File: config.mk
export PLATFORM = sky130hd
export DESIGN_NAME = barcode_tx
export DESIGN_NICKNAME = d
export VERILOG_FILES = /design/src/rtl/barcode_tx.sv
export SDC_FILE = /design/constraint.sdc
export NUM_CORES = 1
export LEC_CHECK = 0
export ABC_AREA = 1
export CAP_MARGIN = 20
export CORE_ASPECT_RATIO = 1.1
export CORE_MARGIN = 1
export CORE_UTILIZATION = 35
export DETAILED_ROUTE_END_ITERATION = 12
export PLACE_DENSITY_LB_ADDON = 0.25
export SLEW_MARGIN = 20
export SYNTH_ARGS = -nofsm -noshare
export SYNTH_HDL_FRONTEND = slang
export SYNTH_SLANG_ARGS = --single-unit
File: constraint.sdc
create_clock -name clk -period 5.05 [get_ports clk]
set_clock_uncertainty 0.05 [all_clocks]
set_input_delay 0.7575 -clock clk [delete_from_list [all_inputs] [get_ports clk]]
set_output_delay 0.7575 -clock clk [all_outputs]
set_load 0.01 [all_outputs]
File: src/rtl/barcode_tx.sv
// Barcode line transmitter: one sync period, then ID[7:0] MSB first with
// period-measured low widths, then one all-high gap period.
module barcode_tx #(
  parameter int PERIOD = 512
) (
  input  logic       clk,
  input  logic       rst_n,
  input  logic       send,
  input  logic [7:0] ID,
  output logic       BC,
  output logic       busy,
  output logic       done,
  output logic [1:0] dbg_state
);

  localparam int CW = $clog2(PERIOD);
  localparam logic [CW-1:0] LAST  = CW'(PERIOD - 1);
  localparam logic [CW-1:0] QTR   = CW'(PERIOD / 4);
  localparam logic [CW-1:0] HALF  = CW'(PERIOD / 2);
  localparam logic [CW-1:0] THREE = CW'(3 * PERIOD / 4);

  typedef enum logic [1:0] {IDLE, SYNC, DATA, GAP} state_t;

  state_t        state, state_nxt;
  logic [CW-1:0] cnt, cnt_nxt, low_len;
  logic [2:0]    bitidx, bitidx_nxt;
  logic [7:0]    shift, shift_nxt;
  logic          period_end, bc_nxt, done_nxt;

  assign period_end = (cnt == LAST);
  assign dbg_state  = state;

  // Next-state values; BC is registered from these so the line reflects the
  // state/count it is about to hold, with no path from send or ID to BC.
  always_comb begin
    state_nxt  = state;
    cnt_nxt    = cnt;
    bitidx_nxt = bitidx;
    shift_nxt  = shift;
    done_nxt   = 1'b0;
    case (state)
      IDLE: begin
        if (send) begin
          state_nxt  = SYNC;
          shift_nxt  = ID;
          cnt_nxt    = '0;
          bitidx_nxt = '0;
        end
      end
      SYNC: begin
        cnt_nxt = cnt + CW'(1);
        if (period_end) begin
          cnt_nxt   = '0;
          state_nxt = DATA;
        end
      end
      DATA: begin
        cnt_nxt = cnt + CW'(1);
        if (period_end) begin
          cnt_nxt    = '0;
          shift_nxt  = {shift[6:0], 1'b0};
          bitidx_nxt = bitidx + 3'd1;
          if (bitidx == 3'd7) state_nxt = GAP;
        end
      end
      GAP: begin
        cnt_nxt = cnt + CW'(1);
        if (period_end) begin
          cnt_nxt   = '0;
          state_nxt = IDLE;
          done_nxt  = 1'b1;
        end
      end
      default: state_nxt = IDLE;
    endcase
  end

  // A zero low length keeps the line high in IDLE and GAP.
  always_comb begin
    low_len = '0;
    case (state_nxt)
      SYNC:    low_len = HALF;
      DATA:    low_len = shift_nxt[7] ? QTR : THREE;
      default: low_len = '0;
    endcase
    bc_nxt = !(cnt_nxt < low_len);
  end

  always_ff @(posedge clk or negedge rst_n) begin
    if (!rst_n) begin
      state  <= IDLE;
      cnt    <= '0;
      bitidx <= '0;
      shift  <= '0;
      BC     <= 1'b1;
      busy   <= 1'b0;
      done   <= 1'b0;
    end else begin
      state  <= state_nxt;
      cnt    <= cnt_nxt;
      bitidx <= bitidx_nxt;
      shift  <= shift_nxt;
      BC     <= bc_nxt;
      busy   <= (state_nxt != IDLE);
      done   <= done_nxt;
    end
  end

endmodule

==> summary.txt <==
Port Buffers - 15
1st-pass router iterations - 4
Post-detailed-route DRC marker count - 0
Final-report hold violation count - 0
Antenna viol nets, final - 0
Most frequently used flop master after synthesis - sky130_fd_sc_hd__dfrtp_1
Area occupied by registers - 627 um^2
Gr ovfl total - 0
HPWL reported at the end of detailed placement - 1.75 mm
Sw Share - 20.8%
Net switching power - 0.0622 mW
Arrival time reported for the critical path endpoint - 3.08 ns
Headroom to the max-slew limit - 63.5%
Register area share after synthesis - 48.2%
Startpoint type of the worst setup path - register
Post-CTS Setup Inserts - 0
Number of library cell types mapped by synthesis - 26
Fin crit share - 56.8%
Fraction of layout instances using a drive strength above 1 - 11.9%
TritonCTS clock tree - yes
WL final - 2.30 mm
Synth Register Bits - 25
Wire length of the first global-routing pass - 4.02 mm
Largest vdd supply drop - 0.000122 V
Depth of the CTS H-tree - 1
Number of antenna violations at the first check in global routing - 0
Number of setup violations in the final report - 0
Via-to-Cell Ratio - 4.63
Sequential Power Share - 67.1%
Via count of the first global-routing pass - 965
Clock insertion delay at the later pin of the skew report - 0.31 ns
Area growth from synthesis to layout - 17.5%
Run status - complete, no violations
Library cell with the largest summed area after synthesis - sky130_fd_sc_hd__dfrtp_1
Cell Int Power - 0.236 mW
Cell area after technology mapping - 0.00130 mm^2
Die extent in y - 65.9 um
Antenna cells - 0
Commonest cells in the netlist - sky130_fd_sc_hd__nand2_1 (38), sky130_fd_sc_hd__dfrtp_1 (24), sky130_fd_sc_hd__inv_1 (17), sky130_fd_sc_hd__nand3_1 (16), sky130_fd_sc_hd__nor2_1 (12)
Cell at the root of the clock tree - sky130_fd_sc_hd__clkbuf_4
Total Nets Final - 189
Global placer's final weighted congestion - 0.765
Number of buffers on the longest clock path - 2
Power per standard cell area - 195 mW/mm^2
Crit path required time - 5.26 ns
Post-synthesis cell count - 150
Routed vias - 999
Least-Margin Pin Slew - 0.548 ns
Initial Utilization - 37.8%
Library cell with the highest instance count after synthesis - sky130_fd_sc_hd__nand2_1
Static leakage power - 0.753 nW
DRT iter0 DRCs - 29
Setup CP Type - register to register
Clock transition time at the flip-flop clock pins of the worst setup and hold paths - 0.13 ns
Hold Slack - 0.355 ns
Average wire per standard cell - 10.6 um
Number of top-level design ports - 16
Count of final max-slew check failures - 0
# Max-Cap Violations - 0
Clock sinks - 25
Syn_area_per_cell - 8.67 um^2
Endpoint class of the critical path - register
Area of the die - 0.00396 mm^2
Fillcell total - 346
Core region area - 0.00344 mm^2
Count of flip-flops with a built-in enable after synthesis - 0
Post-synthesis async set-or-reset flop share - 100%
Clock network fraction of total power - 29.1%
Multi-input combinational cell area - 581 um^2
Post-synth net total - 170
Maximum fanout encountered on the critical timing path - 9
Synthesis Warnings - 0
Num rows - 22
Tot GR Track Use - 13.4%
Number of buffers added by the clock tree synthesis step - 3
Post-Route Setup TNS - 0 ns
Maximum number of pins on one net before global-route repair - 26
Number of resized instances in the post-cts repair step - 0
Path class of the lowest-slack min-delay path - primary input to async pin
Die extent in x - 60.1 um
CTS hold repair buffers - 0
Final Critical Period - 2.87 ns
Achievable frequency - 348 MHz
Post-synth top area share - 46.2%
Combinational share of power - 3.8%
Largest cells by area after synthesis - sky130_fd_sc_hd__dfrtp_1 (46%), sky130_fd_sc_hd__nand2_1 (11%), sky130_fd_sc_hd__ha_1 (8.7%)
Unrepaired setup endpoints after global routing - no
critical path, stage by stage, from the launching register on:
cell	delay, ns
sky130_fd_sc_hd__dfrtp_1	0.42
sky130_fd_sc_hd__ha_1	0.18
sky130_fd_sc_hd__nand2_1	0.08
sky130_fd_sc_hd__nor2_1	0.17
sky130_fd_sc_hd__nand3_1	0.11
sky130_fd_sc_hd__nor2_1	0.15
sky130_fd_sc_hd__ha_1	0.46
sky130_fd_sc_hd__nor2_1	0.10
sky130_fd_sc_hd__a31oi_1	0.26
sky130_fd_sc_hd__inv_1	0.10
sky130_fd_sc_hd__ha_1	0.21
sky130_fd_sc_hd__nand3_1	0.09
sky130_fd_sc_hd__nand2_1	0.05
sky130_fd_sc_hd__nand2_1	0.05
sky130_fd_sc_hd__ha_1	0.22
sky130_fd_sc_hd__nand2_1	0.07
sky130_fd_sc_hd__nand2_1	0.05
state kept, by name, indices dropped and copies added, names as in the netlist:
register   count
BC             1
bitidx         3
busy           1
cnt            9
dbg_state      2
done           1
shift          8
placed cells by master, fill, tap and decap left out:
master / instances
sky130_fd_sc_hd__inv_4: 2
sky130_fd_sc_hd__nand2_2: 3
sky130_fd_sc_hd__o211ai_1: 4
sky130_fd_sc_hd__xor2_1: 1
sky130_fd_sc_hd__o21ai_2: 1
sky130_fd_sc_hd__nor2_1: 12
sky130_fd_sc_hd__a32o_1: 1
sky130_fd_sc_hd__buf_2: 1
sky130_fd_sc_hd__clkdlybuf4s50_1: 14
sky130_fd_sc_hd__nor2_2: 1
sky130_fd_sc_hd__clkbuf_4: 3
sky130_fd_sc_hd__a31oi_1: 1
sky130_fd_sc_hd__inv_1: 17
sky130_fd_sc_hd__a21oi_1: 2
sky130_fd_sc_hd__o21ai_0: 5
sky130_fd_sc_hd__clkinv_2: 1
sky130_fd_sc_hd__nand2_4: 1
sky130_fd_sc_hd__ha_1: 9
sky130_fd_sc_hd__a22oi_1: 1
sky130_fd_sc_hd__nand3_1: 16
sky130_fd_sc_hd__or2_2: 1
sky130_fd_sc_hd__a21oi_4: 1
sky130_fd_sc_hd__o22ai_1: 1
sky130_fd_sc_hd__dfstp_2: 1
sky130_fd_sc_hd__nand2_1: 38
sky130_fd_sc_hd__dfrtp_1: 24
sky130_fd_sc_hd__a22o_1: 2
sky130_fd_sc_hd__nor2_4: 1
sky130_fd_sc_hd__inv_2: 3
layer usage:
metal | up-vias | global-route usage [%] | routed length, um
met5 | - | 0 | 0
li1 | 522 | - | -
met3 | 4 | 1.96 | 87
met1 | 455 | 18.4 | 1160
met2 | 18 | 21.4 | 1020
met4 | 0 | 4.36 | 27
stage by stage:
step	setup slack (ns)	util [%]	cell area [um^2]	instances	total power, mW
2_1_floorplan	2.58	-	1300	150	0.204
3_3_place_gp	2.35	43.7	1510	212	0.216
3_5_place_dp	2.19	43.6	1500	212	0.216
4_1_cts	2.14	44.4	1530	216	0.305
5_1_grt	1.79	44.4	1530	216	0.317
6_report	2.18	44.4	1530	216	0.298
power by group through the flow:
stage          Sequential, mW  Combinational, mW  Clock [mW]
2_1_floorplan           0.204          0.0000265           0
3_3_place_gp            0.204             0.0122           0
3_5_place_dp            0.204             0.0117           0
4_1_cts                 0.200             0.0118      0.0933
5_1_grt                 0.200             0.0126       0.104
6_report                0.200             0.0113      0.0868
cell type report:
class                   instances  share of cell area, %
clock buffers                   3                   1.47
well taps                      48                   3.93
clock inverters                 1                  0.328
repair buffers                 15                   9.50
flip-flops and latches         25                   41.0
inverters                      22                   5.73
multi-input cells             102                   38.0
path summary, 6_finish.rpt:
path	from	endpoint	slack [ns]	cells past startpoint
worst max-delay path	cnt[0]$_DFFE_PN0P_	BC$_DFF_PN1_	2.18	16
min in group clk	shift[2]$_DFFE_PN0P_	shift[2]$_DFFE_PN0P_	0.46	2
worst min-delay path	rst_n	cnt[4]$_DFFE_PN0P_	0.35	1
max in group asynchronous	rst_n	BC$_DFF_PN1_	4.22	1
worst min register to register	shift[2]$_DFFE_PN0P_	shift[2]$_DFFE_PN0P_	0.46	2
worst max register to register	cnt[0]$_DFFE_PN0P_	BC$_DFF_PN1_	2.18	16
kinds of logic (layout without fill, tap and decap cells):
kind of cell / Yosys count / after routing / synth area share [%]
XOR/XNOR: 1 / 1 / 0.674
adder cells (fa/ha/maj): 9 / 9 / 8.66
AND/OR/NAND/NOR: 73 / 73 / 24.7
AO/OA/AOI/OAI: 19 / 19 / 10.6
flip-flops: 25 / 25 / 48.2
buffers and inverters: 23 / 41 / 7.12
(Power assumes the default switching activity.)
